[src/rtl/cmd_master_if.sv]
// Command-path bus between the host control logic, cmd_master and the CMD physical layer.
// The master modport is the cmd_master view; slave is the host/PHY side that drives it.
interface cmd_master_if;
  logic        new_cmd;
  logic        cmd_error;
  logic        ACK_in;
  logic        REQ_in;
  logic [31:0] cmd_arg;
  logic [5:0]  cmd_index;
  logic [15:0] timeout_value;
  logic [37:0] cmd_response;
  logic        cmd_busy;
  logic        cmd_complete;
  logic        cmd_index_error;
  logic        REQ_out;
  logic        ACK_out;
  logic        timeout_error;
  logic [31:0] response_arg;
  logic [5:0]  response_index;
  logic [37:0] cmd_out;

  modport master (
    input  new_cmd, cmd_error, ACK_in, REQ_in, cmd_arg, cmd_index, timeout_value, cmd_response,
    output cmd_busy, cmd_complete, cmd_index_error, REQ_out, ACK_out, timeout_error,
           response_arg, response_index, cmd_out
  );

  modport slave (
    output new_cmd, cmd_error, ACK_in, REQ_in, cmd_arg, cmd_index, timeout_value, cmd_response,
    input  cmd_busy, cmd_complete, cmd_index_error, REQ_out, ACK_out, timeout_error,
           response_arg, response_index, cmd_out
  );
endinterface

[src/rtl/cmd_master.sv]
// SD host command-path master: issues a command to the CMD PHY over REQ/ACK, waits for the
// response under a programmable timeout and reports completion / index / timeout status.
module cmd_master (
  input logic          CLK_host,
  input logic          reset,
  cmd_master_if.master bus
);

  typedef enum logic [2:0] {StIdle, StSend, StWaitResp, StAck, StDone} state_e;

  state_e      state_q;
  logic [15:0] cnt_q;
  logic        cmd_busy_q;
  logic        cmd_complete_q;
  logic        cmd_index_error_q;
  logic        req_out_q;
  logic        ack_out_q;
  logic        timeout_error_q;
  logic [31:0] response_arg_q;
  logic [5:0]  response_index_q;
  logic [37:0] cmd_out_q;

  always_ff @(posedge CLK_host) begin
    if (!reset) begin
      state_q           <= StIdle;
      cnt_q             <= 16'd0;
      cmd_busy_q        <= 1'b0;
      cmd_complete_q    <= 1'b0;
      cmd_index_error_q <= 1'b0;
      req_out_q         <= 1'b0;
      ack_out_q         <= 1'b0;
      timeout_error_q   <= 1'b0;
      response_arg_q    <= 32'd0;
      response_index_q  <= 6'd0;
      cmd_out_q         <= 38'd0;
    end else begin
      cmd_complete_q <= 1'b0;
      unique case (state_q)
        StIdle: begin
          if (bus.new_cmd) begin
            cmd_out_q         <= {bus.cmd_index, bus.cmd_arg};
            cmd_index_error_q <= 1'b0;
            timeout_error_q   <= 1'b0;
            cmd_busy_q        <= 1'b1;
            req_out_q         <= 1'b1;
            state_q           <= StSend;
          end
        end
        StSend: begin
          if (bus.cmd_error) begin
            req_out_q  <= 1'b0;
            ack_out_q  <= 1'b0;
            cmd_busy_q <= 1'b0;
            state_q    <= StIdle;
          end else if (bus.ACK_in) begin
            req_out_q <= 1'b0;
            cnt_q     <= 16'd0;
            state_q   <= StWaitResp;
          end
        end
        StWaitResp: begin
          if (bus.cmd_error) begin
            req_out_q  <= 1'b0;
            ack_out_q  <= 1'b0;
            cmd_busy_q <= 1'b0;
            state_q    <= StIdle;
          end else begin
            if (cnt_q != 16'hFFFF) cnt_q <= cnt_q + 16'd1;
            // A response arriving on the timeout edge still wins.
            if (bus.REQ_in) begin
              response_index_q  <= bus.cmd_response[37:32];
              response_arg_q    <= bus.cmd_response[31:0];
              cmd_index_error_q <= (bus.cmd_response[37:32] != cmd_out_q[37:32]);
              ack_out_q         <= 1'b1;
              state_q           <= StAck;
            end else if ((bus.timeout_value != 16'd0) &&
                         (cnt_q == bus.timeout_value - 16'd1)) begin
              timeout_error_q <= 1'b1;
              cmd_busy_q      <= 1'b0;
              state_q         <= StIdle;
            end
          end
        end
        StAck: begin
          if (bus.cmd_error) begin
            req_out_q  <= 1'b0;
            ack_out_q  <= 1'b0;
            cmd_busy_q <= 1'b0;
            state_q    <= StIdle;
          end else if (!bus.REQ_in) begin
            ack_out_q <= 1'b0;
            state_q   <= StDone;
          end
        end
        StDone: begin
          cmd_complete_q <= 1'b1;
          cmd_busy_q     <= 1'b0;
          state_q        <= StIdle;
        end
        default: state_q <= StIdle;
      endcase
    end
  end

  assign bus.cmd_busy        = cmd_busy_q;
  assign bus.cmd_complete    = cmd_complete_q;
  assign bus.cmd_index_error = cmd_index_error_q;
  assign bus.REQ_out         = req_out_q;
  assign bus.ACK_out         = ack_out_q;
  assign bus.timeout_error   = timeout_error_q;
  assign bus.response_arg    = response_arg_q;
  assign bus.response_index  = response_index_q;
  assign bus.cmd_out         = cmd_out_q;

endmodule

[src/flat_wrapper.sv]
// flat-port wrapper written by rule: the top's interface ports become plain ports
module cmd_master_flat 
  (CLK_host, reset, bus_new_cmd, bus_cmd_error, bus_ACK_in, bus_REQ_in, bus_cmd_arg, bus_cmd_index, bus_timeout_value, bus_cmd_response, bus_cmd_busy, bus_cmd_complete, bus_cmd_index_error, bus_REQ_out, bus_ACK_out, bus_timeout_error, bus_response_arg, bus_response_index, bus_cmd_out);
  cmd_master_if bus_i ();
  input logic CLK_host;
  input logic reset;
  input wire logic [$bits(bus_i.new_cmd)-1:0] bus_new_cmd;
  input wire logic [$bits(bus_i.cmd_error)-1:0] bus_cmd_error;
  input wire logic [$bits(bus_i.ACK_in)-1:0] bus_ACK_in;
  input wire logic [$bits(bus_i.REQ_in)-1:0] bus_REQ_in;
  input wire logic [$bits(bus_i.cmd_arg)-1:0] bus_cmd_arg;
  input wire logic [$bits(bus_i.cmd_index)-1:0] bus_cmd_index;
  input wire logic [$bits(bus_i.timeout_value)-1:0] bus_timeout_value;
  input wire logic [$bits(bus_i.cmd_response)-1:0] bus_cmd_response;
  output wire logic [$bits(bus_i.cmd_busy)-1:0] bus_cmd_busy;
  output wire logic [$bits(bus_i.cmd_complete)-1:0] bus_cmd_complete;
  output wire logic [$bits(bus_i.cmd_index_error)-1:0] bus_cmd_index_error;
  output wire logic [$bits(bus_i.REQ_out)-1:0] bus_REQ_out;
  output wire logic [$bits(bus_i.ACK_out)-1:0] bus_ACK_out;
  output wire logic [$bits(bus_i.timeout_error)-1:0] bus_timeout_error;
  output wire logic [$bits(bus_i.response_arg)-1:0] bus_response_arg;
  output wire logic [$bits(bus_i.response_index)-1:0] bus_response_index;
  output wire logic [$bits(bus_i.cmd_out)-1:0] bus_cmd_out;
  assign bus_i.new_cmd = bus_new_cmd;
  assign bus_i.cmd_error = bus_cmd_error;
  assign bus_i.ACK_in = bus_ACK_in;
  assign bus_i.REQ_in = bus_REQ_in;
  assign bus_i.cmd_arg = bus_cmd_arg;
  assign bus_i.cmd_index = bus_cmd_index;
  assign bus_i.timeout_value = bus_timeout_value;
  assign bus_i.cmd_response = bus_cmd_response;
  assign bus_cmd_busy = bus_i.cmd_busy;
  assign bus_cmd_complete = bus_i.cmd_complete;
  assign bus_cmd_index_error = bus_i.cmd_index_error;
  assign bus_REQ_out = bus_i.REQ_out;
  assign bus_ACK_out = bus_i.ACK_out;
  assign bus_timeout_error = bus_i.timeout_error;
  assign bus_response_arg = bus_i.response_arg;
  assign bus_response_index = bus_i.response_index;
  assign bus_cmd_out = bus_i.cmd_out;
  cmd_master u_core (.CLK_host(CLK_host), .reset(reset), .bus(bus_i));
endmodule
[config.mk]
export PLATFORM = sky130hd
export DESIGN_NAME = cmd_master_flat
export DESIGN_NICKNAME = d
export VERILOG_FILES = /design/src/rtl/cmd_master_if.sv /design/src/rtl/cmd_master.sv /design/src/flat_wrapper.sv
export SDC_FILE = /design/constraint.sdc
export NUM_CORES = 1
export LEC_CHECK = 0
export ABC_CLOCK_PERIOD_IN_PS = 5800
export BUFFER_PORTS_ARGS = -buffer_cell sky130_fd_sc_hd__buf_2
export CORE_MARGIN = 8
export CORE_UTILIZATION = 53
export DETAILED_ROUTE_END_ITERATION = 10
export MAX_ROUTING_LAYER = met4
export PLACE_DENSITY = 0.84
export SYNTH_ARGS = -nofsm -noshare
export SYNTH_HDL_FRONTEND = slang
export SYNTH_SLANG_ARGS = --single-unit
[constraint.sdc]
create_clock -name CLK_host -period 5.8 [get_ports CLK_host]
set_input_delay 0.58 -clock CLK_host [delete_from_list [all_inputs] [get_ports CLK_host]]
set_output_delay 0.58 -clock CLK_host [all_outputs]
set_load 0.01 [all_outputs]
==> results_dict.tcl <==
set metrics [dict create \
    via_per_inst 5.37 \
    critPathSlowestCell "nor3b_1" \
    clock-sinks 101 \
    cp.arrival_ps 3150 \
    cts_tree "built" \
    yosysTopAreaCell "dfxtp_1" \
    cp_max_fo 7 \
    grt_pass1_wl_um 20900 \
    synth_top_cells_by_count "nand2_1 (172), dfxtp_1 (101), a21boi_0 (78)" \
    yosysWarnings 0 \
    skew_ps 12.0 \
    coreArea_um2 8590 \
    drv_slew 0 \
    synth_most_common_cell "nand2_1" \
    ys_seq_area_share_pct 43.7 \
    hpwlAfterDp_um 10100 \
    drt_iter0_drc 223 \
    wl_met1_um 5200 \
    synth_edf_count 0 \
    avgSynthCellArea_um2 8.22 \
    cts_buffers 9 \
    worstPathRequired_ps 6060 \
    critical_path_class "input pin to flip-flop" \
    routed_wirelength_um 13200 \
    clockBufferDepth 2 \
    place_area_um2 5570 \
    grt_max_degree 89 \
    routed.top_layer "met4" \
    final_hold_viol_count 0 \
    grt_pass1_vias 4579 \
    max_freq_mhz 346 \
    track_usage_pct 22.2 \
    synth_top_area_share_pct 43.7 \
    synth.top_cells.by_area "dfxtp_1 (44%), nand2_1 (14%), a21boi_0 (13%)" \
    setup_viol 0 \
    final_nets 828 \
    gp_congestion 0.890 \
    power.density_nw_per_um2 239 \
    syn-num-nets 664 \
    io_pins 180 \
    register_area_um2 2020 \
    port_buffers 179 \
    postCtsHoldBufs 0 \
    n_antenna_cell 0 \
    vdd_drop_max_uv 183 \
    drv_cap 0 \
    status "completed" \
    syn_to_final_growth_pct 24.9 \
    post_cts_buffers 0 \
    ys_ff_latch 101 \
    start_util_pct 53.9 \
    worstHoldPathType "input pin to flip-flop" \
    slew_headroom_pct 43.9 \
    antenna_found_initial 0 \
    synth.distinct_cells 59 \
    die_y_um 109 \
    synth_ff_type "dfxtp_1" \
    fin_tns_setup_ps 0 \
    rsz0062_at_grt "no" \
    dr.pass1.iters 5 \
    drcViolationCount 0 \
    wl_per_cell_um 15.7 \
    cpPeakStageDelay_ps 720 \
    cts_root_buffer "clkbuf_8" \
    die_width_um 109 \
    endpoint_kind "flip-flop" \
    synth_cells 563 \
    synthesis.area_um2 4630 \
    cts_resized 0 \
    multi_input_area_um2 2460 \
    vias 4514 \
    drive_above_1_share_pct 29.2 \
    met3WireLength_um 1300 \
    final_util_pct 67.3 \
    period_needed_ps 2890 \
    wl_met2_um 6520 \
    dieArea_um2 12000 \
    antenna_left 0 \
    clk_latency_ps 360 \
    finalPower_w 0.00138 \
    nFillCells 750 \
    h-tree-depth 3 \
    holdWs_ps 452 \
    timing.final.crit_share_pct 49.9 \
    startpoint_type "input pin" \
    rows 34 \
    finalInstanceArea_um2 5780 \
    path_cells "buf_2, inv_1, ha_1, nor3b_1, a21boi_1, o32ai_1, a31oi_1, a211oi_2, nand3_1, and2_1, o2111a_1" \
    cts.clk_slew.worst_paths_ps 110 \
    p_leak_nw 2.42 \
    worst_pin_slew_ps 839 \
    grt-ovfl-total 0 \
    async_flop_share_pct 0 \
]
power by group:
part	switching, W	leakage (nW)	internal (W)
logic	0.0000985	1.49	0.0000805
registers	0.0000153	0.820	0.000716
clock network	0.000263	0.110	0.000212
total	0.000376	2.42	0.00101
metrics by stage:
stage	setup slack (ps)	cells
final	2910	840
after detailed placement	2550	824
after global routing	2700	840
after floorplan	3140	563
after CTS	2940	840
after global placement	2700	824
routing by layer:
layer,track usage (%),vias up
met3,7.44,14
met1,24.7,2088
li1,-,2234
met2,37.3,178
met4,5.88,0
met5,-,-
worst max-delay path, delay by kind of cell:
kind	cells	cell delay, ps
AO/OA/AOI/OAI	5	1080
adder cells (fa/ha/maj)	1	240
AND/OR/NAND/NOR	3	1040
buffers and inverters	2	210
kinds of logic (layout without fill, tap and decap cells):
kind of cell | after synthesis | count (layout) | share of synthesized area (%)
compound gates | 119 | 119 | 18.7
xor+xnor | 37 | 37 | 7.00
fa+ha+maj | 3 | 3 | 0.811
buf+inv | 35 | 204 | 3.16
flops | 101 | 101 | 43.7
mux | 1 | 1 | 0.243
simple gates | 267 | 267 | 26.4
final cells by class:
class | count | share of cell area, %
Multi-Input combinational cell | 427 | 42.5
Sequential cell | 101 | 35.0
Timing Repair Buffer | 185 | 16.3
Tap cell | 108 | 2.34
Clock buffer | 9 | 2.14
Clock inverter | 7 | 1.56
Inverter | 3 | 0.195
registers in the layout, summed over array words and instances (netlist names):
signal and count:
u_core.bus.ACK_out 1, u_core.bus.REQ_out 1, u_core.bus.cmd_busy 1, u_core.bus.cmd_complete 1, u_core.bus.cmd_index_error 1, u_core.bus.cmd_out 38
u_core.bus.response_arg 32, u_core.bus.response_index 6, u_core.bus.timeout_error 1, u_core.cnt_q 16, u_core.state_q 3
layout by cell type, fill, tap and decap left out, drive strengths merged, types with 3 or more instances in the layout:
cell type / instances
a21oi: 10
nand4: 9
nor2: 22
nor3b: 3
or4: 4
xor2: 13
dfxtp: 101
buf: 185
xnor2: 24
nor2b: 4
nor3: 13
clkbuf: 9
nand2b: 4
and2: 4
inv: 7
nand2: 172
nor4: 7
o21ai: 8
nand3: 8
a31oi: 3
ha: 3
a211oi: 3
a21boi: 80
path summary, 6_finish.rpt:
| path | start | to | slack (ps) | cells past startpoint |
|---|---|---|---|---|
| hold reg to reg | u_core.bus.timeout_error | u_core.bus.timeout_error | 470 | 2 |
| setup reg to reg | u_core.state_q[0] | u_core.cnt_q[15] | 3030 | 8 |
| setup / recovery | bus_timeout_value[0] | u_core.bus.cmd_busy | 2910 | 11 |
| hold / removal | bus_cmd_response[5] | u_core.bus.response_arg[5] | 450 | 3 |
Power figures use the tool's default switching activity.
